$ cat config.mk
export PLATFORM = sky130hd
export DESIGN_NAME = spi_engine
export DESIGN_NICKNAME = d
export VERILOG_FILES = /design/src/rtl/spi_engine.sv
export SDC_FILE = /design/constraint.sdc
export NUM_CORES = 1
export LEC_CHECK = 0
export ABC_AREA = 1
export CAP_MARGIN = 5
export CORE_MARGIN = 5
export CORE_UTILIZATION = 56
export CTS_CLUSTER_DIAMETER = 150
export DETAILED_ROUTE_END_ITERATION = 8
export HOLD_SLACK_MARGIN = 0.03
export PLACE_DENSITY = 0.93
export SLEW_MARGIN = 10
export SYNTH_ARGS = -nofsm -noshare
export SYNTH_HDL_FRONTEND = slang
export SYNTH_SLANG_ARGS = --single-unit
$ cat constraint.sdc
create_clock -name clk -period 3.5 [get_ports clk]
set_clock_uncertainty 0.05 [all_clocks]
set_input_delay 0.35 -clock clk [delete_from_list [all_inputs] [get_ports clk]]
set_output_delay 0.35 -clock clk [all_outputs]
set_load 0.01 [all_outputs]
$ cat src/rtl/spi_engine.sv
// SPI master byte engine, mode 0, MSB first, with a ce-qualified SCLK divider.
// One byte per write; dsr flags idle/ready, overrun flags writes dropped while busy.
module spi_engine #(
  parameter int unsigned CLKDIV = 4
) (
  input  logic       clk,
  input  logic       reset,
  input  logic       ce,
  input  logic       wren,
  input  logic [7:0] tx_i,
  input  logic       cs_n_i,
  output logic       dsr,
  output logic [7:0] rx_o,
  output logic       overrun,
  output logic       sclk,
  output logic       mosi,
  input  logic       miso,
  output logic       ss_n
);

  typedef enum logic [1:0] {
    S_IDLE,
    S_LO,
    S_HI
  } state_t;

  localparam logic [7:0] DIV_LAST = 8'(CLKDIV - 1);

  state_t     r_state,   w_state;
  logic [7:0] r_div,     w_div;
  logic [2:0] r_bit,     w_bit;
  logic [7:0] r_shreg,   w_shreg;
  logic       r_sample,  w_sample;
  logic [7:0] r_rx,      w_rx;
  logic       r_sclk,    w_sclk;
  logic       r_overrun, w_overrun;
  logic       r_ss_n,    w_ss_n;
  logic [7:0] w_shifted;

  assign w_shifted = {r_shreg[6:0], r_sample};

  always_comb begin
    // NOTE: every next-state variable gets its hold value first, so no path can infer a latch.
    w_state   = r_state;
    w_div     = r_div;
    w_bit     = r_bit;
    w_shreg   = r_shreg;
    w_sample  = r_sample;
    w_rx      = r_rx;
    w_sclk    = r_sclk;
    w_overrun = r_overrun;
    w_ss_n    = r_ss_n;

    if (ce) begin
      w_ss_n = cs_n_i;
      // Any write outside IDLE, including on the completion edge, is dropped.
      if (wren && r_state != S_IDLE) w_overrun = 1'b1;

      unique case (r_state)
        S_IDLE: begin
          w_sclk = 1'b0;
          if (wren) begin
            w_shreg   = tx_i;
            w_div     = '0;
            w_bit     = '0;
            w_overrun = 1'b0;
            w_state   = S_LO;
          end
        end
        S_LO: begin
          if (r_div == DIV_LAST) begin
            w_sclk   = 1'b1;
            w_sample = miso;
            w_div    = '0;
            w_state  = S_HI;
          end else begin
            w_div = r_div + 8'd1;
          end
        end
        S_HI: begin
          if (r_div == DIV_LAST) begin
            w_sclk  = 1'b0;
            w_shreg = w_shifted;
            w_bit   = r_bit + 3'd1;
            w_div   = '0;
            if (r_bit == 3'd7) begin
              w_rx    = w_shifted;
              w_state = S_IDLE;
            end else begin
              w_state = S_LO;
            end
          end else begin
            w_div = r_div + 8'd1;
          end
        end
        default: w_state = S_IDLE;
      endcase
    end
  end

  // NOTE: reset is synchronous and overrides ce, so an abort never needs an enabled edge.
  always_ff @(posedge clk) begin
    if (reset) begin
      r_state   <= S_IDLE;
      r_div     <= '0;
      r_bit     <= '0;
      r_shreg   <= 8'hFF;
      r_sample  <= 1'b0;
      r_rx      <= 8'hFF;
      r_sclk    <= 1'b0;
      r_overrun <= 1'b0;
      r_ss_n    <= 1'b1;
    end else begin
      // NOTE: non-blocking assignments keep every register sampling the pre-edge values.
      r_state   <= w_state;
      r_div     <= w_div;
      r_bit     <= w_bit;
      r_shreg   <= w_shreg;
      r_sample  <= w_sample;
      r_rx      <= w_rx;
      r_sclk    <= w_sclk;
      r_overrun <= w_overrun;
      r_ss_n    <= w_ss_n;
    end
  end

  assign dsr     = (r_state == S_IDLE);
  assign rx_o    = r_rx;
  assign overrun = r_overrun;
  assign sclk    = r_sclk;
  assign mosi    = r_shreg[7];
  assign ss_n    = r_ss_n;

endmodule
* Yosys cells after proc, flatten, opt, wreduce, memory -nomap -nowiden *
Index checks and enable logic that the tools add are counted.

operators by class
  equal/unequal tests = 7
  mux-type cells = 20
  $add $sub $neg = 2
  reduce and logical (&&, ||, !) cells = 13

operators by type and width
  operator               number
  $mux W8                4
  $pmux W8 S2            2
  $reduce_and A4 Y1      4
  $add A8 B1 Y8 const B  1
  $eq A8 B2 Y1 const B   1
  $mux W1                6
  $mux W2                3
  $mux W3                2
  $ne A2 B2 Y1 const B   3
  $pmux W2 S3            1
  $pmux W3 S2            1
  $reduce_and A3 Y1      2
  $reduce_bool A2 Y1     3
  $add A3 B1 Y3 const B  1
  $eq A3 B3 Y1 const B   1
  $pmux W1 S3            1
  $reduce_bool A3 Y1     1
  $eq A2 B1 Y1 const B   1
  $eq A2 B2 Y1 const B   1
  $logic_not A2 Y1       1
  $reduce_or A2 Y1       1
  $logic_and A1 B1 Y1    1

word-level totals
  input port bits = 14
  output and inout port bits = 13
  word-level logic and storage cells = 51
  register bits = 33

* Depth between registers and ports, before layout *
Gate-level depths: netlist of run 1.

  depth after elaboration = 5
  gate-level depth with buffers = 10
  mapped depth without buffers = 9

* Worst setup path before layout of run 1 *
OpenSTA, ideal clock, no wires.

  kind = register to register
  start = register r_state[0]
  end = register r_div[2]
  period minus slack after synthesis = 1500 ps
  data required time = 3334 ps
  data arrival time = 1334 ps
  cell stages (with the launch flop) = 10
  setup time = 116 ps
  slack = 2000 ps
  path buffers = 1
  cell sequence = dfxtp_1 inv_1 ha_1 nand2_1 nand2_2 nor2_4 buf_6 inv_1 o21ai_0 nor2_1

between the ends
  elaborated cells between the ends (all ways) = 8
  classes of those cells = eq/ne (3); mux (1); reduce/logical (4)

RTL lines
  item                                                                        line  source
  from (decl)                                                                 29    state_t r_state, w_state;
  from (signal assigned)                                                      115   r_state <= w_state;
  $logic_not A2 Y1 (*)                                                        --
  via dsr                                                                     12    output logic dsr,
  $ne A2 B2 Y1 (no source line) / $reduce_bool A2 Y1 (equally long branches)  --
  $reduce_and A3 Y1 (no source line)                                          --
  to (signal assigned)                                                        116   r_div <= w_div;
  to (decl)                                                                   30    logic [7:0] r_div, w_div;

Mark *: on every way through the listed nets, which the timed path passes. The rest lies on a longest branch.
A chain may end at the register's enable or synchronous reset.

* Worst setup path after layout of run 1 *
  start = register r_state[0]
  end = register r_shreg[1]

between the ends
  cells in the longest elaborated chain, start to end = 3
  elaborated cells between the ends (all ways) = 7
  classes of those cells = eq/ne (3); mux (1); reduce/logical (3)

ends and longest elaborated chain
  item                                                                        line  source
  $eq A2 B2 Y1 / $logic_not A2 Y1 (equally long branches)                     59    unique case (r_state)
  $ne A2 B2 Y1 (no source line) / $reduce_bool A2 Y1 (equally long branches)  --
  $reduce_and A4 Y1 (no source line)                                          --
  to (signal assigned)                                                        118   r_shreg <= w_shreg;
  to (decl)                                                                   32    logic [7:0] r_shreg, w_shreg;

Several ways; a longest one is shown, not always the timed one.

==> qor.txt, run 1 <==
total power per unit cell area: 392 nW/µm²
post-synthesis net count: 236
Ports: 27
Port Buffers: 26
Data required, critical path: 3.64 ns
clock root buffer: clkbuf_4
first-pass GRT wire length: 6.32 mm
post-route setup slack: 1.38 ns
Top FF cell, synth: dfxtp_1
synthesized cell area: 1630 µm²
vias in the first global route: 1399
largest net degree at the start of global routing: 25
cell internal pwr: 550 µW
combinational share of power: 0.176
Crit. Startpoint: r_state[0]
final period utilization: 0.605
postcts setup bufs: 0
GRT overflow: 0
part of the power in registers: 0.541
Worst Tran Pin Value: 0.744 ns
simple-gate share of the synthesized area: 0.347
CTS sink cnt: 33
CP max stage delay: 0.54 ns
maximum capacitance violations: 0
depth of the CTS H-tree: 2
Max IR drop VDD: 366 µV
first drt pass iteration count: 4
Pins Over Slew Limit: 0
final setup violation count: 0
worst r2r src: r_state[0]
Period minus WS final: 2.12 ns
Net Sw Frac: 0.279
GR Util met1: 0.234
worst reg2reg endpoint: r_shreg[1]
P_sw: 212 µW
DR WL/cell: 13.0 µm
worst rel slew slack: 0.503
Routed Antenna Nets: 0
critical path endpoint category: flop
R2R Setup Slk: 1.38 ns
CTS Buf Count: 5
RSZ-0062 raised after global routing: no
Synth Warn #: 0
synth-to-layout area growth: 19.1%
routing usage on met3: 0.0701
cell depth of the worst hold path: 2
diode count: 0
synthesized-area fraction occupied by adder cells: 0.0537
global-route track usage on met2: 0.307
xor/xnor share of the synthesized area: 0.0107
Most Used Layer, Global Route: met2
proportion of synthesized area in mux cells: 0.0552
Yosys cell types: 23
Hold Path Class: flop to flop
Routed Wire Length: 3.56 mm
Total GRT Usage: 0.191
final instance area: 1940 µm²
Clock power frac: 0.283
number of synthesized flops with an enable pin: 0
Core Box Area: 2780 µm²
Hold Buf Count CTS: 0
Hold Crit Start: rx_o[3]
# DRC: 0
Final GP Congestion: 0.788
crit path kind: flop to flop
Reg clk slew, reported paths: 0.09 ns
Leakage Power: 0.000876 µW
HPWL after DPL: 2.45 mm
crit path max fanout: 16
Initial Util: 0.587
Gate Count Post-Synth: 215
CTS tree: yes
Worst Hold Path EP: rx_o[3]
Avg Cell Area, Syn: 7.59 µm²
DP Area: 1890 µm²
Longest Clk Path Bufs: 2
CTS resizes: 0
vias: 1490
Rows: 19
CP max-delay cell: ha_1
Skew-Pair Late Insertion Delay: 0.33 ns
DR iter-0 viols: 71
initial antenna violation count: 0
Final Hold Vio Count: 0
commonest non-fill, non-tap cell in the layout: nand2_1
FF+latch count, synth: 33
pre-CTS setup slack: 1.46 ns
Synth Area in Compound Gates: 0.0567
commonest non-fill, non-tap cells in the layout: 49 x nand2_1, 43 x nand3_1, 33 x dfxtp_1
Final Util: 0.699
Synth async-reset ratio: 0
combinational family with the most area after synthesis: simple AND/OR/NAND/NOR gates
multi-input logic area: 853 µm²
register area: 661 µm²
Worst EP arrival: 2.26 ns
sequential area share after synthesis: 0.405
status: finished clean
worst r2r path cells: 7
Worst setup SP type: flop
f_max: 472 MHz
CP cell instances: inv_1, ha_1, nor2_1, nor2_4, nand2_2, nand2_1, nand3_1
via/cell ratio: 5.46
share of cells above drive strength 1: 0.120
Filler cells: 223
Die ar.: 4090 µm²
Die W: 64.0 µm
Die Span Y: 64.0 µm
setup TNS: 0 ns
fin nets: 263
==> Yosys cell counts, drive strengths merged, types with 2 or more instances <==
cell type / n / area [µm²]
a31oi: 2 / 12.5
nand2: 56 / 228
ha: 7 / 87.6
a21oi: 10 / 50.1
nor2: 21 / 104
dfxtp: 33 / 661
xor2: 2 / 17.5
buf: 4 / 35.0
or2: 2 / 12.5
mux2: 8 / 90.1
o21ai: 2 / 10.0
clkbuf: 2 / 7.51
nand3: 43 / 215
inv: 20 / 75.1
==> final cells by class <==
| type | count | share of cell area |
|---|---|---|
| Inverter | 20 | 0.0386 |
| Sequential cell | 33 | 0.340 |
| Timing Repair Buffer | 26 | 0.134 |
| Tap cell | 31 | 0.0200 |
| Clock buffer | 7 | 0.0283 |
| Multi-Input combinational cell | 156 | 0.439 |
==> through the flow <==
stage | power, µW | cells | hold WS (ns)
2_1_floorplan | 510 | 215 | 0.369
3_3_place_gp | 545 | 266 | 0.392
3_5_place_dp | 552 | 266 | 0.397
4_1_cts | 764 | 273 | 0.420
5_1_grt | 807 | 273 | 0.438
6_report | 763 | 273 | 0.422
==> layer usage <==
layer	vias to the layer above	share of wire	wire length [µm]
met2	30	0.50	1800
met3	4	0.045	160
li1	753	-	-
met4	0	0.0070	25
met5	-	0	0
met1	703	0.44	1580
==> how the worst max path moves through the flow <==
stage | cells past startpoint | slack (ns) | end
after floorplan | 9 | 2.00 | r_div[2]
after global placement | 7 | 1.53 | r_shreg[7]
after detailed placement | 7 | 1.46 | r_shreg[5]
after CTS | 7 | 1.42 | r_shreg[1]
after global routing | 7 | 1.16 | r_shreg[1]
final | 7 | 1.38 | r_shreg[1]
==> state kept, by name (all words and copies together) (netlist names), named ones only <==
name	flops
rx_o	8
ss_n	1
r_div	8
sclk	1
r_shreg	8
r_state	2
r_sample	1
r_bit	3
==> worst max-delay path: cells and delay by family (launching register included) <==
kind                     cells  cell delay (ns)
buffers and inverters        1             0.09
AND/OR/NAND/NOR              5             0.94
adder cells (fa/ha/maj)      1             0.54
flip-flops                   1             0.35
==> power by group through the flow <==
stage               logic (µW)  clock network, µW  registers (µW)
finish                     134                216             413
global route               154                238             415
CTS                        134                218             412
detailed placement         131                  0             421
global placement           126                  0             419
floorplan                 93.2                  0             417
==> logic make-up after synthesis <==
logic type	count (synthesis)
and+or+nand+nor	123
DFF	33
buffers and inverters	26
AOI/OAI and AO/OA	16
muxes	8
adders and majority gates	7
xor gates and xnor gates	2
Note: power is estimated with default switching activity, not from simulation.
==> inputs of run 2 (changes only) <==
--- a/config.mk
+++ b/config.mk
@@ -8,11 +8,11 @@
 export ABC_AREA = 1
 export CAP_MARGIN = 5
 export CORE_MARGIN = 5
-export CORE_UTILIZATION = 56
+export CORE_UTILIZATION = 52
 export CTS_CLUSTER_DIAMETER = 150
 export DETAILED_ROUTE_END_ITERATION = 8
 export HOLD_SLACK_MARGIN = 0.03
-export PLACE_DENSITY = 0.93
+export PLACE_DENSITY = 0.88
 export SLEW_MARGIN = 10
 export SYNTH_ARGS = -nofsm -noshare
 export SYNTH_HDL_FRONTEND = slang
==> constraint.sdc (replaced) <==
create_clock -name clk -period 2.2 [get_ports clk]
set_clock_uncertainty 0.05 [all_clocks]
set_input_delay 0.22 -clock clk [delete_from_list [all_inputs] [get_ports clk]]
set_output_delay 0.22 -clock clk [all_outputs]
set_load 0.01 [all_outputs]
==> qor.txt, run 2 (same netlist as run 1, synthesis figures left out) <==
status: finished clean
worst rel slew slack: 0.769 (+0.266)
# DRC: 0 (unchanged)
hold slack: 0.411 ns (-0.0107 ns)
Hold Path Class: input port to flop
Port Buffers: 26 (unchanged)
Worst Hold Path EP: ss_n
Longest Clk Path Bufs: 2 (unchanged)
Initial Util: 0.539 (-0.0478)
Die ar.: 4360 µm² (+6.5%)
Die W: 66.0 µm (+3.2%)
cell depth of the worst hold path: 3 (+1)
Pins Over Slew Limit: 0 (unchanged)
commonest non-fill, non-tap cells in the layout: 49 x nand2_1, 43 x nand3_1, 33 x dfxtp_1
DR iter-0 viols: 112 (+58%)
Die Span Y: 66.0 µm (+3.2%)
CP cell instances: inv_1, ha_1, clkdlybuf4s50_1
Data required, critical path: 1.93 ns (-1.71 ns)
CTS Buf Count: 5 (unchanged)
largest net degree at the start of global routing: 17 (-32%)
first drt pass iteration count: 4 (unchanged)
Max IR drop VDD: 451 µV (+23%)
critical path endpoint category: primary output
DR WL/cell: 11.3 µm (-13%)
Skew-Pair Late Insertion Delay: 0.34 ns (about the same)
diode count: 0 (unchanged)
post-route setup slack: 0.325 ns (-1.06 ns)
Hold Buf Count CTS: 0 (unchanged)
depth of the CTS H-tree: 2 (unchanged)
CTS sink cnt: 33 (unchanged)
HPWL after DPL: 2.40 mm (-2.0%)
postcts setup bufs: 0 (unchanged)
Hold Crit Start: cs_n_i
vias in the first global route: 1327 (-5.1%)
commonest non-fill, non-tap cell in the layout: nand2_1
Final Hold Vio Count: 0 (unchanged)
crit path kind: flop to primary output
setup TNS: 0 ns (unchanged)
Core Box Area: 3030 µm² (+8.9%)
CP max stage delay: 0.57 ns (+0.03 ns)
Rows: 20 (+1)
total power: 1340 µW (+76%)
Ports: 27 (unchanged)
via/cell ratio: 4.99 (-8.5%)
clock root buffer: clkbuf_4
initial antenna violation count: 0 (unchanged)
vias: 1448 (-2.8%)
share of cells above drive strength 1: 0.134 (+0.0143)
GRT overflow: 0 (unchanged)
Worst EP arrival: 1.60 ns (-0.66 ns)
final period utilization: 0.852
fin nets: 266 (+1.1%)
worst r2r src: r_state[1]
maximum capacitance violations: 0 (unchanged)
total power per unit cell area: 668 nW/µm² (+70%)
Final GP Congestion: 0.821 (+4.1%)
Routed Antenna Nets: 0 (unchanged)
synth-to-layout area growth: 23.3%
Period minus WS final: 1.87 ns
Reg clk slew, reported paths: 0.09 ns (about the same)
crit path max fanout: 5 (-11)
CP max-delay cell: clkdlybuf4s50_1
Worst Tran Pin Value: 0.346 ns (-0.398 ns)
CTS tree: yes
worst reg2reg endpoint: r_shreg[5]
pre-CTS setup slack: 0.461 ns (-1.00 ns)
Routed Wire Length: 3.28 mm (-7.8%)
Total GRT Usage: 0.166 (-0.0254)
first-pass GRT wire length: 5.58 mm (-12%)
final setup violation count: 0 (unchanged)
CTS resizes: 0 (unchanged)
f_max: 533 MHz
RSZ-0062 raised after global routing: no
worst r2r path cells: 8 (+1)
R2R Setup Slk: 0.44 ns (-0.94 ns)
Worst setup SP type: flop
Leakage Power: 0.000905 µW (+3.3%)
==> run 2: layout make-up <==
| type | count | area, µm² |
|---|---|---|
| multi-input combinational | 156 | 853 |
| sequential | 33 | 661 |
| timing repair buffer | 29 | 283 |
| tap | 44 | 55.1 |
| inverter | 20 | 75.1 |
| fill | 244 | 1020 |
| clock buffer | 7 | 55.1 |
| clock inverter | 1 | 30.0 |
==> run 2: worst max-delay path by stage <==
stage | startpoint | end | slack [ns] | cells past startpoint
final | r_state[1] | dsr | 0.33 | 3
after CTS | r_state[1] | dsr | 0.33 | 3
after global routing | r_state[1] | dsr | 0.29 | 3
after floorplan | r_state[0] | r_div[2] | 0.70 | 9
after global placement | wren | r_shreg[7] | 0.48 | 8
after detailed placement | wren | r_shreg[5] | 0.46 | 8
==> run 2: report_power, final <==
part | switching [µW] | leakage, µW | internal (µW)
Combinational | 114 | 0.000590 | 97.4
Sequential | 25.0 | 0.000269 | 630
Clock | 206 | 0.0000455 | 271
==> run 2: stage by stage <==
stage	cells	utilization	area, µm²
4_1_cts	290	0.664	2010
3_3_place_gp	282	0.636	1930
6_report	290	0.664	2010
5_1_grt	290	0.664	2010
3_5_place_dp	282	0.636	1930
2_1_floorplan	215	-	1630
==> run 2: layer usage <==
metal,vias up,GRT usage,routed length (µm)
met3,7,0.0527,123
met2,21,0.273,1540
met1,659,0.199,1550
met4,0,0.0685,57
met5,-,0,0
li1,761,-,-
==> run 2: critical path: cells and delay by family, from the launching register on <==
family | cells | cell delay [ns]
DFF | 1 | 0.36
adders and majority gates | 1 | 0.25
buffers and inverters | 2 | 0.67
==> inputs of run 3 (changes only) <==
--- a/config.mk
+++ b/config.mk
@@ -6,13 +6,13 @@
 export NUM_CORES = 1
 export LEC_CHECK = 0
 export ABC_AREA = 1
-export CAP_MARGIN = 5
 export CORE_MARGIN = 5
 export CORE_UTILIZATION = 52
 export CTS_CLUSTER_DIAMETER = 150
 export DETAILED_ROUTE_END_ITERATION = 8
 export HOLD_SLACK_MARGIN = 0.03
 export PLACE_DENSITY = 0.88
+export SKIP_LAST_GASP = 1
 export SLEW_MARGIN = 10
 export SYNTH_ARGS = -nofsm -noshare
 export SYNTH_HDL_FRONTEND = slang
==> results of run 3 <==
No change in the layout: final DEF, timing and power equal those of run 2.
